===== config.mk =====
export PLATFORM = sky130hd
export DESIGN_NAME = regfile_wb_arbiter
export DESIGN_NICKNAME = d
export VERILOG_FILES = /design/src/rtl/regfile_wb_arbiter.sv
export SDC_FILE = /design/constraint.sdc
export NUM_CORES = 1
export LEC_CHECK = 0
export ABC_AREA = 1
export BUFFER_PORTS_ARGS = -buffer_cell sky130_fd_sc_hd__buf_2
export CAP_MARGIN = 20
export CORE_ASPECT_RATIO = 0.6
export CORE_MARGIN = 1
export CORE_UTILIZATION = 58
export DETAILED_ROUTE_END_ITERATION = 8
export PLACE_DENSITY = 0.92
export SKIP_LAST_GASP = 1
export SLEW_MARGIN = 30
export SYNTH_ARGS = -nofsm -noshare
export SYNTH_HDL_FRONTEND = slang
export SYNTH_SLANG_ARGS = --single-unit

===== constraint.sdc =====
create_clock -name clock -period 2.5 [get_ports clock]
set_input_delay 0.125 -clock clock [delete_from_list [all_inputs] [get_ports clock]]
set_output_delay 0.125 -clock clock [all_outputs]
set_load 0.01 [all_outputs]

===== src/rtl/regfile_wb_arbiter.sv =====
// Writeback arbiter for the GPR file write port.
// Two one-entry holding buffers (index 0 = EXU, 1 = LSU) are drained
// round-robin onto a registered write port. Each write carries a commit
// strobe and PC so the trace side can sample the file after retirement.
module regfile_wb_arbiter #(
  parameter int XLEN    = 64,
  parameter int RADDR_W = 5
) (
  input  logic               clock,
  input  logic               reset_n,
  input  logic               exu_valid,
  output logic               exu_ready,
  input  logic [RADDR_W-1:0] exu_rd,
  input  logic [XLEN-1:0]    exu_data,
  input  logic [XLEN-1:0]    exu_pc,
  input  logic               lsu_valid,
  output logic               lsu_ready,
  input  logic [RADDR_W-1:0] lsu_rd,
  input  logic [XLEN-1:0]    lsu_data,
  input  logic [XLEN-1:0]    lsu_pc,
  output logic               rf_wen,
  output logic [RADDR_W-1:0] rf_waddr,
  output logic [XLEN-1:0]    rf_wdata,
  output logic               commit_valid,
  output logic [XLEN-1:0]    commit_pc,
  input  logic [RADDR_W-1:0] query_rs1,
  input  logic [RADDR_W-1:0] query_rs2,
  output logic               pending_rs1,
  output logic               pending_rs2,
  output logic               busy
);

  // Requester-indexed views of the two write sources.
  logic [1:0]         in_valid;
  logic [RADDR_W-1:0] in_rd   [2];
  logic [XLEN-1:0]    in_data [2];
  logic [XLEN-1:0]    in_pc   [2];

  assign in_valid   = {lsu_valid, exu_valid};
  assign in_rd[0]   = exu_rd;
  assign in_rd[1]   = lsu_rd;
  assign in_data[0] = exu_data;
  assign in_data[1] = lsu_data;
  assign in_pc[0]   = exu_pc;
  assign in_pc[1]   = lsu_pc;

  logic [1:0]         hold_v;
  logic [RADDR_W-1:0] hold_rd   [2];
  logic [XLEN-1:0]    hold_data [2];
  logic [XLEN-1:0]    hold_pc   [2];
  logic [1:0]         grant;
  logic [1:0]         ready;
  logic               rr_reg;

  // Round-robin grant: a lone valid buffer always wins; on a tie rr picks.
  always_comb begin
    grant = hold_v;
    if (hold_v == 2'b11) begin
      grant = rr_reg ? 2'b10 : 2'b01;
    end
  end

  // A buffer accepts when empty or when it drains this very cycle.
  assign ready     = ~hold_v | grant;
  assign exu_ready = ready[0];
  assign lsu_ready = ready[1];

  genvar gi;
  generate
    for (gi = 0; gi < 2; gi++) begin : g_buf
      logic               v_reg;
      logic [RADDR_W-1:0] rd_reg;
      logic [XLEN-1:0]    data_reg;
      logic [XLEN-1:0]    pc_reg;

      // Holding buffer: load on handshake, otherwise clear when granted.
      always_ff @(posedge clock or negedge reset_n) begin
        if (!reset_n) begin
          v_reg    <= 1'b0;
          rd_reg   <= '0;
          data_reg <= '0;
          pc_reg   <= '0;
        end else if (in_valid[gi] && ready[gi]) begin
          v_reg    <= 1'b1;
          rd_reg   <= in_rd[gi];
          data_reg <= in_data[gi];
          pc_reg   <= in_pc[gi];
        end else if (grant[gi]) begin
          v_reg    <= 1'b0;
        end
      end

      assign hold_v[gi]    = v_reg;
      assign hold_rd[gi]   = rd_reg;
      assign hold_data[gi] = data_reg;
      assign hold_pc[gi]   = pc_reg;
    end
  endgenerate

  logic [RADDR_W-1:0] sel_rd;
  logic [XLEN-1:0]    sel_data;
  logic [XLEN-1:0]    sel_pc;

  // Payload of whichever buffer holds the grant.
  always_comb begin
    sel_rd   = grant[1] ? hold_rd[1]   : hold_rd[0];
    sel_data = grant[1] ? hold_data[1] : hold_data[0];
    sel_pc   = grant[1] ? hold_pc[1]   : hold_pc[0];
  end

  logic               rf_wen_reg;
  logic [RADDR_W-1:0] rf_waddr_reg;
  logic [XLEN-1:0]    rf_wdata_reg;
  logic               commit_valid_reg;
  logic [XLEN-1:0]    commit_pc_reg;

  // Registered write port plus rr update; x0 commits but never writes.
  always_ff @(posedge clock or negedge reset_n) begin
    if (!reset_n) begin
      rr_reg           <= 1'b0;
      rf_wen_reg       <= 1'b0;
      rf_waddr_reg     <= '0;
      rf_wdata_reg     <= '0;
      commit_valid_reg <= 1'b0;
      commit_pc_reg    <= '0;
    end else begin
      if (grant[0]) begin
        rr_reg <= 1'b1;
      end else if (grant[1]) begin
        rr_reg <= 1'b0;
      end
      if (|grant) begin
        rf_wen_reg       <= (sel_rd != '0);
        rf_waddr_reg     <= sel_rd;
        rf_wdata_reg     <= sel_data;
        commit_valid_reg <= 1'b1;
        commit_pc_reg    <= sel_pc;
      end else begin
        rf_wen_reg       <= 1'b0;
        commit_valid_reg <= 1'b0;
      end
    end
  end

  assign rf_wen       = rf_wen_reg;
  assign rf_waddr     = rf_waddr_reg;
  assign rf_wdata     = rf_wdata_reg;
  assign commit_valid = commit_valid_reg;
  assign commit_pc    = commit_pc_reg;

  // Scoreboard lookups: a register is pending while buffered or on the port.
  logic [RADDR_W-1:0] query [2];
  logic [1:0]         pending;

  assign query[0] = query_rs1;
  assign query[1] = query_rs2;

  generate
    for (gi = 0; gi < 2; gi++) begin : g_query
      assign pending[gi] = (query[gi] != '0) &&
                           ((hold_v[0] && (hold_rd[0] == query[gi])) ||
                            (hold_v[1] && (hold_rd[1] == query[gi])) ||
                            (rf_wen_reg && (rf_waddr_reg == query[gi])));
    end
  endgenerate

  assign pending_rs1 = pending[0];
  assign pending_rs2 = pending[1];
  assign busy        = hold_v[0] | hold_v[1] | commit_valid_reg;

endmodule


==> results of run 1 <==
-- kinds of logic (layout without fill, tap and decap cells) --
kind of cell           after synthesis  count (layout)
AO/OA/AOI/OAI                      275             275
buffers and inverters              247             948
flip-flops                         404             404
multiplexers                       128             128
other                                0               7
AND/OR/NAND/NOR                    546             546
-- area by class of cell --
| class | count | area, sq um | area share (%) |
|---|---|---|---|
| sequential | 404 | 10100 | 43.1 |
| multi-input combinational | 949 | 5660 | 24.1 |
| timing repair buffer | 723 | 5280 | 22.5 |
| clock buffer | 50 | 1060 | 4.50 |
| inverter | 158 | 593 | 2.53 |
| tap | 367 | 459 | 1.96 |
| clock inverter | 17 | 284 | 1.21 |
| antenna | 7 | 17.5 | 0.0746 |
-- power by group through the flow --
stage	clock [mW]	combinational, mW	sequential (mW)
floorplan	0	4.64	10.4
global placement	0	7.67	10.1
detailed placement	0	8.06	10.2
CTS	6.34	8.53	10.2
global route	6.74	9.84	10.7
finish	6.51	9.40	10.6
-- critical path: stages (launching register included) --
cell and delay (ns):
dfrtp_1 0.63, nand2_4 0.37, buf_12 0.32, o211ai_1 0.73
-- cells in the final DEF, fill, tap and decap left out --
master,synthesis,final
buf_4,28,19
inv_2,1,1
bufinv_16,0,7
mux2_4,99,99
clkinvlp_4,0,1
clkinv_2,0,6
clkbuf_1,15,6
nand3_1,14,14
inv_1,157,157
buf_2,33,418
nand2_4,0,2
nand2_8,0,2
mux2_2,29,29
inv_6,0,1
o21ai_0,9,9
dfrtp_1,404,404
nor2_4,0,1
nand3_4,2,2
nor3_1,2,2
clkinv_8,0,1
clkbuf_16,0,38
inv_8,0,1
dlygate4sd3_1,0,267
o211ai_1,128,128
nor2_1,164,164
or2_1,1,1
clkbuf_8,0,6
nand2_1,359,358
diode_2,0,7
a21oi_1,138,138
buf_8,0,1
buf_12,0,18
-- repair_timing --
item,CTS,global route
gates resized for setup,0,0
hold buffers,267,0
endpoints found under the hold margin,327,0
-- worst paths after layout --
path / from / end / slack [ns] / cells past startpoint
max: g_buf[0].v_reg$_DFFE_PN0P_ / rf_wdata[36]$_DFFE_PN0P_ / 0.23 / 3
min: reset_n / g_buf[0].rd_reg[1]$_DFFE_PN0P_ / 0.14 / 2
max reg2reg: g_buf[0].v_reg$_DFFE_PN0P_ / rf_wdata[36]$_DFFE_PN0P_ / 0.23 / 3
min reg2reg: g_buf[1].pc_reg[59]$_DFFE_PN0P_ / commit_pc[59]$_DFFE_PN0P_ / 0.50 / 2
max in group asynchronous: reset_n / g_buf[1].pc_reg[26]$_DFFE_PN0P_ / 1.40 / 3
min in group clock: exu_valid / g_buf[0].v_reg$_DFFE_PN0P_ / 0.21 / 3
-- per-stage QoR --
step / std cells / instance area, sq um / total power, mW / util [%]
finish: 2675 / 23500 / 26.5 / 83.5
global route: 2674 / 23500 / 27.3 / 83.5
CTS: 2668 / 23400 / 25.1 / 83.4
detailed placement: 2334 / 19400 / 18.3 / 69.1
global placement: 2334 / 19400 / 17.8 / 69.1
floorplan: 1600 / 16900 / 15.1 / -
-- per-layer routing --
metal / global-route usage, % / routed length (um) / vias up
li1: - / - / 6544
met1: 50.5 / 21800 / 7906
met2: 72.7 / 31200 / 1707
met3: 15.4 / 8580 / 619
met4: 36.9 / 6540 / 4
met5: 0 / 23 / -
==> flow_metrics.py, run 1 <==
metrics = {
    "critical_path": {
        "crit_fanout": 48,
        "worstPathArrival_ns": 2.61,
        "critPathLaunchType": "register",
        "critPathKind": "reg2reg",
        "crit_required_ns": 2.84,
        "critical_path.endpoint_type": "register",
    },
    "floorplanning": {
        "ios": 420,
        "start_util_pct": 60.1,
        "die_y_um": 134,
        "core_area_sq_mm": 0.0281,
        "rows": 47,
        "fp.dieArea_sq_mm": 0.0298,
        "die_w_um": 222,
    },
    "timing": {
        "setup_violations": 0,
        "fin_tns_setup_ns": 0,
        "slew_headroom_pct": 42.3,
        "fmax_mhz": 440,
        "maxSlewViolCount": 0,
        "whs_ns": 0.137,
        "worstMarginPinSlew_ns": 0.862,
        "setup_slack_ns": 0.227,
        "fin_worst_skew_ns": 0.0191,
        "rsz0062_at_grt": "no",
        "period_share_pct": 90.9,
        "hold_viol": 0,
        "final.min_clock_period_ns": 2.27,
    },
    "yosys": {
        "synth_top_area_share_pct": 59.9,
        "synth-async-reset-ratio_pct": 100,
        "yosysTopAreaCell": "dfrtp_1",
        "synth-compound-area-share_pct": 10.0,
        "synthFlopType": "dfrtp_1",
        "ys_types": 21,
        "synth_edf_count": 0,
        "synth_commonest_cells": "404 x dfrtp_1, 359 x nand2_1, 164 x nor2_1, 157 x inv_1, 138 x a21oi_1",
        "synth_mux_area_share_pct": 10.7,
        "synth_xor_area_share_pct": 0,
        "synth.net_count": 1880,
        "synth_most_common_cell": "dfrtp_1",
        "ys_ff_latch": 404,
        "syn-mean-instance-area_sq_um": 10.6,
        "ys_seq_area_share_pct": 59.9,
        "synthSimpleGateAreaFrac_pct": 12.5,
        "synthAdderAreaFrac_pct": 0,
        "ys_warn_count": 0,
        "synth_top_family_by_area": "simple AND/OR/NAND/NOR gates",
        "syn_area_sq_mm": 0.0169,
        "syn_inst": 1600,
        "synth_area_leaders": "dfrtp_1 60%, mux2_4 8.8%, nand2_1 8.0%, o211ai_1 5.7%, a21oi_1 4.1%",
    },
    "pwr": {
        "power_leakage_nw": 11.7,
        "power_per_cell_area_mw_per_mm2": 1130,
        "p_int_mw": 16.2,
        "swShare_pct": 38.8,
        "power_frac_seq_pct": 40.0,
        "clkPwrFrac_pct": 24.6,
        "power.switching_mw": 10.3,
        "combPwrFrac_pct": 35.4,
        "peakVddDrop_uv": 792,
    },
    "placement": {
        "gp_congestion": 0.948,
        "dpl_worst_slack_ns": 0.537,
        "dp_hpwl_um": 32400,
        "io_buffers": 419,
    },
    "detailed_routing": {
        "drcViolationCount": 19,
        "via_per_inst": 6.27,
        "drt_wl_total_um": 68200,
        "dr_total_vias": 16800,
        "ant_nets": 0,
        "wl_per_cell_um": 25.5,
        "drt_iter0_drc": 2416,
        "first_pass_iters": 9,
    },
    "clock_tree": {
        "root_buffer": "clkbuf_16",
        "cts-htree-levels": 2,
        "cts_tree": "done",
        "clock_latency_ns": 0.54,
        "clkTransAtPathRegs_ns": 0.08,
        "post_cts_buffers": 0,
        "numCtsBuffers": 37,
        "clock-sinks": 404,
        "cts_buffer_depth": 3,
    },
    "global_routing": {
        "grt_pass1_vias": 17800,
        "grt_max_degree": 78,
        "grtUsageTotal_pct": 45.6,
        "gr-total-overflow": 0,
        "antenna_found_initial": 8,
        "grt_pass1_wl_um": 103000,
    },
    "layout": {
        "n_fill_cell": 1254,
        "syn2layout_area_growth_pct": 39.0,
        "nNetsFinal": 2553,
        "drive_above_1_share_pct": 28.4,
    },
    "run": {
        "maxCapViolCount": 0,
    },
    "status": {
        "outcome": "finished, violations left",
        "violations": "design-rule violations",
    },
    "worst_hold_path": {
        "min_path_type": "in2async",
    },
}
Power figures use the tool's default switching activity.
==> run 2: changes to the inputs <==
--- a/config.mk
+++ b/config.mk
@@ -8,11 +8,11 @@
 export ABC_AREA = 1
 export BUFFER_PORTS_ARGS = -buffer_cell sky130_fd_sc_hd__buf_2
 export CAP_MARGIN = 20
-export CORE_ASPECT_RATIO = 0.6
+export CORE_ASPECT_RATIO = 0.5
 export CORE_MARGIN = 1
-export CORE_UTILIZATION = 58
+export CORE_UTILIZATION = 48
 export DETAILED_ROUTE_END_ITERATION = 8
-export PLACE_DENSITY = 0.92
+export PLACE_DENSITY = 0.82
 export SKIP_LAST_GASP = 1
 export SLEW_MARGIN = 30
 export SYNTH_ARGS = -nofsm -noshare
==> constraint.sdc (replaced) <==
create_clock -name clock -period 2 [get_ports clock]
set_input_delay 0.1 -clock clock [delete_from_list [all_inputs] [get_ports clock]]
set_output_delay 0.1 -clock clock [all_outputs]
set_load 0.01 [all_outputs]
==> run 2 against run 1 <==
Net effect:
- the run now ends clean
- critical path depth rose by 2
- routed wire length fell by 17%
- power rose by 21%
- via count fell by 10%
- final area rose by 0.87%
- hold slack got worse by 0.077 ns
- maximum frequency rose by 19%
- sequential power rose by 22%
- register-to-register slack got worse by 0.14 ns
- die area rose by 21%
- core utilization fell by 15 points
- setup slack got worse by 0.14 ns
- critical path type unchanged
- critical endpoint is now commit_pc[24]$_DFFE_PN0P_
- largest cell class unchanged
- largest power group unchanged
- highest routed layer is now met4
==> flow_metrics.py, run 2 (synthesis gave the netlist of run 1 again) <==
metrics = {
    "status": {
        "outcome": "complete, no violations",
    },
    "floorplanning": {
        "die_w_um": 267,
        "start_util_pct": 48.9,
        "core_area_sq_mm": 0.0345,
        "fp.dieArea_sq_mm": 0.0360,
        "ios": 420,
        "die_y_um": 135,
        "rows": 48,
    },
    "critical_path": {
        "critPathKind": "reg2reg",
        "max_stage_delay_ns": 0.57,
        "crit_buf_inv": 1,
        "worstPathArrival_ns": 2.35,
        "crit_family": "simple AND/OR/NAND/NOR gates",
        "critical_path.endpoint_type": "register",
        "crit_required_ns": 2.44,
        "critPathSlowestCell": "dfrtp_1",
        "critPathLaunchType": "register",
        "crit_fanout": 44,
        "r2r_slack_ns": 0.09,
        "cp_cell_sequence": "nand2_1, nand2_4, buf_12, nand2_1, o211ai_1",
        "cp_common_cell": "nand2_1",
    },
    "placement": {
        "dp_hpwl_um": 30900,
        "io_buffers": 419,
        "placed_cells": 2436,
        "gp_congestion": 0.880,
    },
    "pwr": {
        "power_per_cell_area_mw_per_mm2": 1360,
        "power_leakage_nw": 11.7,
        "peakVddDrop_uv": 741,
    },
    "layout": {
        "syn2layout_area_growth_pct": 40.2,
        "final_common_cell": "buf_2",
        "drive_above_1_share_pct": 28.5,
        "final_cell_mix": "418 x buf_2, 400 x dfrtp_1, 358 x nand2_1",
        "fin_util_pct": 68.5,
        "fin_cells": 2791,
        "nNetsFinal": 2549,
        "n_fill_cell": 2307,
    },
    "clock_tree": {
        "clock_latency_ns": 0.56,
        "cts_tree": "done",
        "clkTransAtPathRegs_ns": 0.07,
        "root_buffer": "clkbuf_16",
        "numCtsBuffers": 38,
        "clock-sinks": 404,
        "cts-htree-levels": 2,
        "cts_buffer_depth": 3,
    },
    "global_routing": {
        "grt_pass1_wl_um": 87000,
        "grtUsageTotal_pct": 31.2,
        "grt_max_degree": 76,
        "antenna_found_initial": 12,
        "gr-total-overflow": 0,
        "grt_pass1_vias": 16000,
    },
    "timing": {
        "final.min_clock_period_ns": 1.91,
        "fin_worst_skew_ns": 0.0286,
        "hold_viol": 0,
        "slew_headroom_pct": 68.4,
        "worstMarginPinSlew_ns": 0.474,
        "period_share_pct": 95.5,
        "maxSlewViolCount": 0,
        "fmax_mhz": 523,
        "setup_violations": 0,
    },
    "worst_hold_path": {
        "min_path_type": "in2reg",
    },
    "detailed_routing": {
        "via_per_inst": 5.40,
        "wl_per_cell_um": 20.3,
        "drcViolationCount": 0,
        "ant_nets": 0,
        "drt_wl_total_um": 56600,
        "drt_iter0_drc": 1399,
        "first_pass_iters": 5,
        "dr_total_vias": 15100,
    },
    "run": {
        "maxCapViolCount": 0,
    },
}
[run 2: cell types whose count changed in the layout (fill, tap and decap cells not counted), sizes merged]
cell and change:
clkinv -2, clkinvlp +3, diode +12, buf -5
[run 2: cell type report]
class / instances / area, sq um / area share (%)
well taps: 475 / 594 / 2.51
clock inverters: 18 / 298 / 1.26
clock buffers: 50 / 1080 / 4.55
multi-input cells: 949 / 5660 / 23.9
repair buffers: 718 / 5280 / 22.3
diodes: 19 / 47.5 / 0.201
inverters: 158 / 593 / 2.51
flip-flops and latches: 404 / 10100 / 42.7
[run 2: tightest hold or removal path, stage by stage]
cell	delay, ns
buf_2	0.13
nand2_8	0.22
a21oi_1	0.10
[run 2: worst paths after layout]
check	startpoint	to	cells past startpoint
max	g_buf[1].v_reg$_DFFE_PN0P_	commit_pc[24]$_DFFE_PN0P_	5
min	exu_valid	g_buf[0].pc_reg[61]$_DFFE_PN0P_	3
max reg2reg	g_buf[1].v_reg$_DFFE_PN0P_	commit_pc[24]$_DFFE_PN0P_	5
min reg2reg	g_buf[1].pc_reg[11]$_DFFE_PN0P_	commit_pc[11]$_DFFE_PN0P_	2
max in group asynchronous	reset_n	g_buf[0].pc_reg[12]$_DFFE_PN0P_	3
min in group asynchronous	reset_n	g_buf[1].pc_reg[51]$_DFFE_PN0P_	2
[run 2: metal layers]
| layer | GRT usage [%] | part of all wire, % | wire (um) | up-vias |
|---|---|---|---|---|
| li1 | - | - | - | 6540 |
| met1 | 35.6 | 37 | 20700 | 7391 |
| met2 | 52.1 | 49 | 28000 | 784 |
| met3 | 5.69 | 5.2 | 2950 | 356 |
| met4 | 25.2 | 8.7 | 4920 | 0 |
| met5 | 0 | 0 | 0 | - |
[run 2: power breakdown]
part / switching, mW / internal [mW] / leakage [nW]
combinational: 6.49 / 4.63 / 6.37
clock: 3.41 / 4.73 / 0.662
sequential: 1.79 / 11.1 / 4.66
total: 11.7 / 20.4 / 11.7
[run 2: through the flow]
stage                     setup TNS (ns)  setup slack (ns)  power [mW]  area [sq um]  hold WS, ns
after CTS                              0            0.0208        31.5         23600       0.0242
after floorplan                        0             0.591        18.8         16900       -0.196
after detailed placement               0             0.189        22.9         19600       0.0715
after global routing            -0.00643          -0.00385        33.6         23700       0.0599
final                                  0            0.0895        32.1         23700       0.0599
after global placement                 0             0.303        22.5         19600       0.0681
[run 2: repair_timing]
action | 4_1_cts | 5_1_grt
endpoints found under the setup margin | 0 | 4
resized for setup | 0 | 4
hold buffers | 267 | 0
endpoints found under the hold margin | 629 | 0
buffers inserted | 0 | 1
==> run 3: changes to the inputs <==
--- a/config.mk
+++ b/config.mk
@@ -8,13 +8,15 @@
 export ABC_AREA = 1
 export BUFFER_PORTS_ARGS = -buffer_cell sky130_fd_sc_hd__buf_2
 export CAP_MARGIN = 20
+export CELL_PAD_IN_SITES_DETAIL_PLACEMENT = 0
+export CELL_PAD_IN_SITES_GLOBAL_PLACEMENT = 2
 export CORE_ASPECT_RATIO = 0.5
 export CORE_MARGIN = 1
-export CORE_UTILIZATION = 48
+export CORE_UTILIZATION = 30
 export DETAILED_ROUTE_END_ITERATION = 8
 export PLACE_DENSITY = 0.82
 export SKIP_LAST_GASP = 1
-export SLEW_MARGIN = 30
+export SLEW_MARGIN = 15
 export SYNTH_ARGS = -nofsm -noshare
 export SYNTH_HDL_FRONTEND = slang
 export SYNTH_SLANG_ARGS = --single-unit
==> run 3 against run 2 <==
Net effect:
- core utilization down 25 points
- highest routed layer unchanged
- setup slack better by 0.054 ns
- sequential power about the same
- register-to-register slack better by 0.27 ns
- power down 1.9%
- sequential share of layout area down 0.82 points
- flip-flop and latch count unchanged
==> flow_metrics.py, run 3 (synthesis gave the netlist of run 1 again) <==
metrics = {
    "detailed_routing": {
        "dr_total_vias": 13700,
        "drt_iter0_drc": 588,
        "drcViolationCount": 0,
        "via_per_inst": 4.45,
        "drt_wl_total_um": 51800,
        "ant_nets": 0,
        "first_pass_iters": 4,
        "wl_per_cell_um": 16.9,
    },
    "floorplanning": {
        "start_util_pct": 30.4,
        "die_w_um": 338,
        "core_area_sq_mm": 0.0556,
        "ios": 420,
        "fp.dieArea_sq_mm": 0.0573,
        "rows": 61,
        "die_y_um": 170,
    },
    "timing": {
        "worstMarginPinSlew_ns": 0.563,
        "final.min_clock_period_ns": 1.86,
        "rsz0062_at_grt": "no",
        "fmax_mhz": 539,
        "fin_worst_skew_ns": 0.0288,
        "setup_slack_ns": 0.144,
        "hold_viol": 0,
        "setup_violations": 0,
        "maxSlewViolCount": 0,
        "period_share_pct": 92.8,
        "fin_tns_setup_ns": 0,
        "slew_headroom_pct": 62.5,
    },
    "critical_path": {
        "crit_cells": 4,
        "critPathLaunchType": "register",
        "crit_buf_inv": 2,
        "worstPathArrival_ns": 1.76,
        "crit_required_ns": 1.90,
        "critPathSlowestCell": "dfrtp_2",
        "cp_cell_sequence": "nor2_4, inv_1, or2_1, buf_2",
        "crit_family": "flip-flops",
        "critPathKind": "reg2out",
        "critical_path.endpoint_type": "primary output",
        "crit_fanout": 7,
        "max_stage_delay_ns": 0.50,
        "reg2reg_depth": 4,
    },
    "layout": {
        "fin_util_pct": 43.4,
        "final_cell_mix": "418 x buf_2, 400 x dfrtp_1, 358 x nand2_1",
        "syn2layout_area_growth_pct": 42.9,
        "final_common_cell": "buf_2",
        "nNetsFinal": 2558,
        "drive_above_1_share_pct": 28.7,
        "finalInstanceArea_sq_mm": 0.0241,
    },
    "clock_tree": {
        "clock_latency_ns": 0.56,
        "cts_buffer_depth": 3,
        "clkTransAtPathRegs_ns": 0.06,
        "cts-htree-levels": 2,
        "cts_tree": "done",
        "clock-sinks": 404,
        "numCtsBuffers": 41,
        "root_buffer": "clkbuf_16",
    },
    "placement": {
        "gp_congestion": 0.849,
        "dp_hpwl_um": 35000,
        "placed_cell_area_sq_mm": 0.0200,
        "io_buffers": 419,
        "dpl_worst_slack_ns": 0.237,
    },
    "global_routing": {
        "gr-total-overflow": 0,
        "grtUsageTotal_pct": 18.1,
        "grt_pass1_vias": 14400,
        "antenna_found_initial": 5,
        "grt_pass1_wl_um": 80600,
        "grt_max_degree": 71,
    },
    "pwr": {
        "power_per_cell_area_mw_per_mm2": 1310,
        "peakVddDrop_uv": 604,
        "swShare_pct": 34.6,
        "clkPwrFrac_pct": 26.3,
        "power_leakage_nw": 11.8,
        "power_frac_seq_pct": 39.8,
        "power.switching_mw": 10.9,
        "p_int_mw": 20.6,
        "finalPower_mw": 31.5,
        "combPwrFrac_pct": 33.9,
    },
    "worst_hold_path": {
        "holdPathStages": 3,
        "min_path_type": "in2reg",
    },
    "run": {
        "maxCapViolCount": 0,
    },
    "status": {
        "outcome": "complete, no violations",
    },
}
==> run 3: layer usage <==
metal	up-vias	track usage [%]	part of all wire (%)
met5	-	0	0
met4	0	9.19	5.2
met3	123	2.62	2.7
met2	230	32.6	53
met1	6751	20.9	39
li1	6571	-	-
==> run 3: worst register-to-register path, stage by stage, from the launching register on <==
cell and delay (ns):
dfrtp_2 0.50, nand3_4 0.14, nand2_8 0.22, buf_12 0.27, mux2_2 0.40
==> run 3: cell type report <==
type	count	area (sq um)
antenna	5	12.5
tap	756	946
fill	5393	31400
sequential	404	10100
clock buffer	63	1240
clock inverter	12	220
timing repair buffer	724	5340
inverter	158	593
multi-input combinational	949	5660
==> run 3: per-stage QoR <==
step                      instances  hold slack (ns)
after floorplan                1600           -0.196
after global placement         2724            0.113
after detailed placement       2724            0.118
after CTS                      3066           0.0279
after global routing           3070           0.0504
final                          3071           0.0436
==> run 3: worst paths after layout <==
kind / start / end / slack (ns)
min in group asynchronous: reset_n / g_buf[0].data_reg[5]$_DFFE_PN0P_ / 0.13
worst min-delay path: lsu_valid / g_buf[1].rd_reg[4]$_DFFE_PN0P_ / 0.04
max in group asynchronous: reset_n / g_buf[1].data_reg[52]$_DFFE_PN0P_ / 1.20
worst max register to register: g_buf[0].v_reg$_DFFE_PN0P_ / g_buf[1].pc_reg[3]$_DFFE_PN0P_ / 0.36
worst max-delay path: g_buf[0].v_reg$_DFFE_PN0P_ / busy / 0.14
worst min register to register: g_buf[1].pc_reg[18]$_DFFE_PN0P_ / commit_pc[18]$_DFFE_PN0P_ / 0.49
==> run 3: repair_timing <==
action	CTS	global route
hold buffers	267	0
buffers inserted	0	0
gates resized for setup	0	4
setup endpoints to repair	0	3
hold endpoints to repair	622	0
==> run 3: power by group through the flow <==
stage / registers (mW) / logic [mW] / clock network [mW]
after floorplan: 13.0 / 5.80 / 0
after global placement: 12.6 / 10.3 / 0
after detailed placement: 12.7 / 10.4 / 0
after CTS: 12.5 / 10.9 / 8.54
after global routing: 12.9 / 11.8 / 8.87
final: 12.6 / 10.7 / 8.30
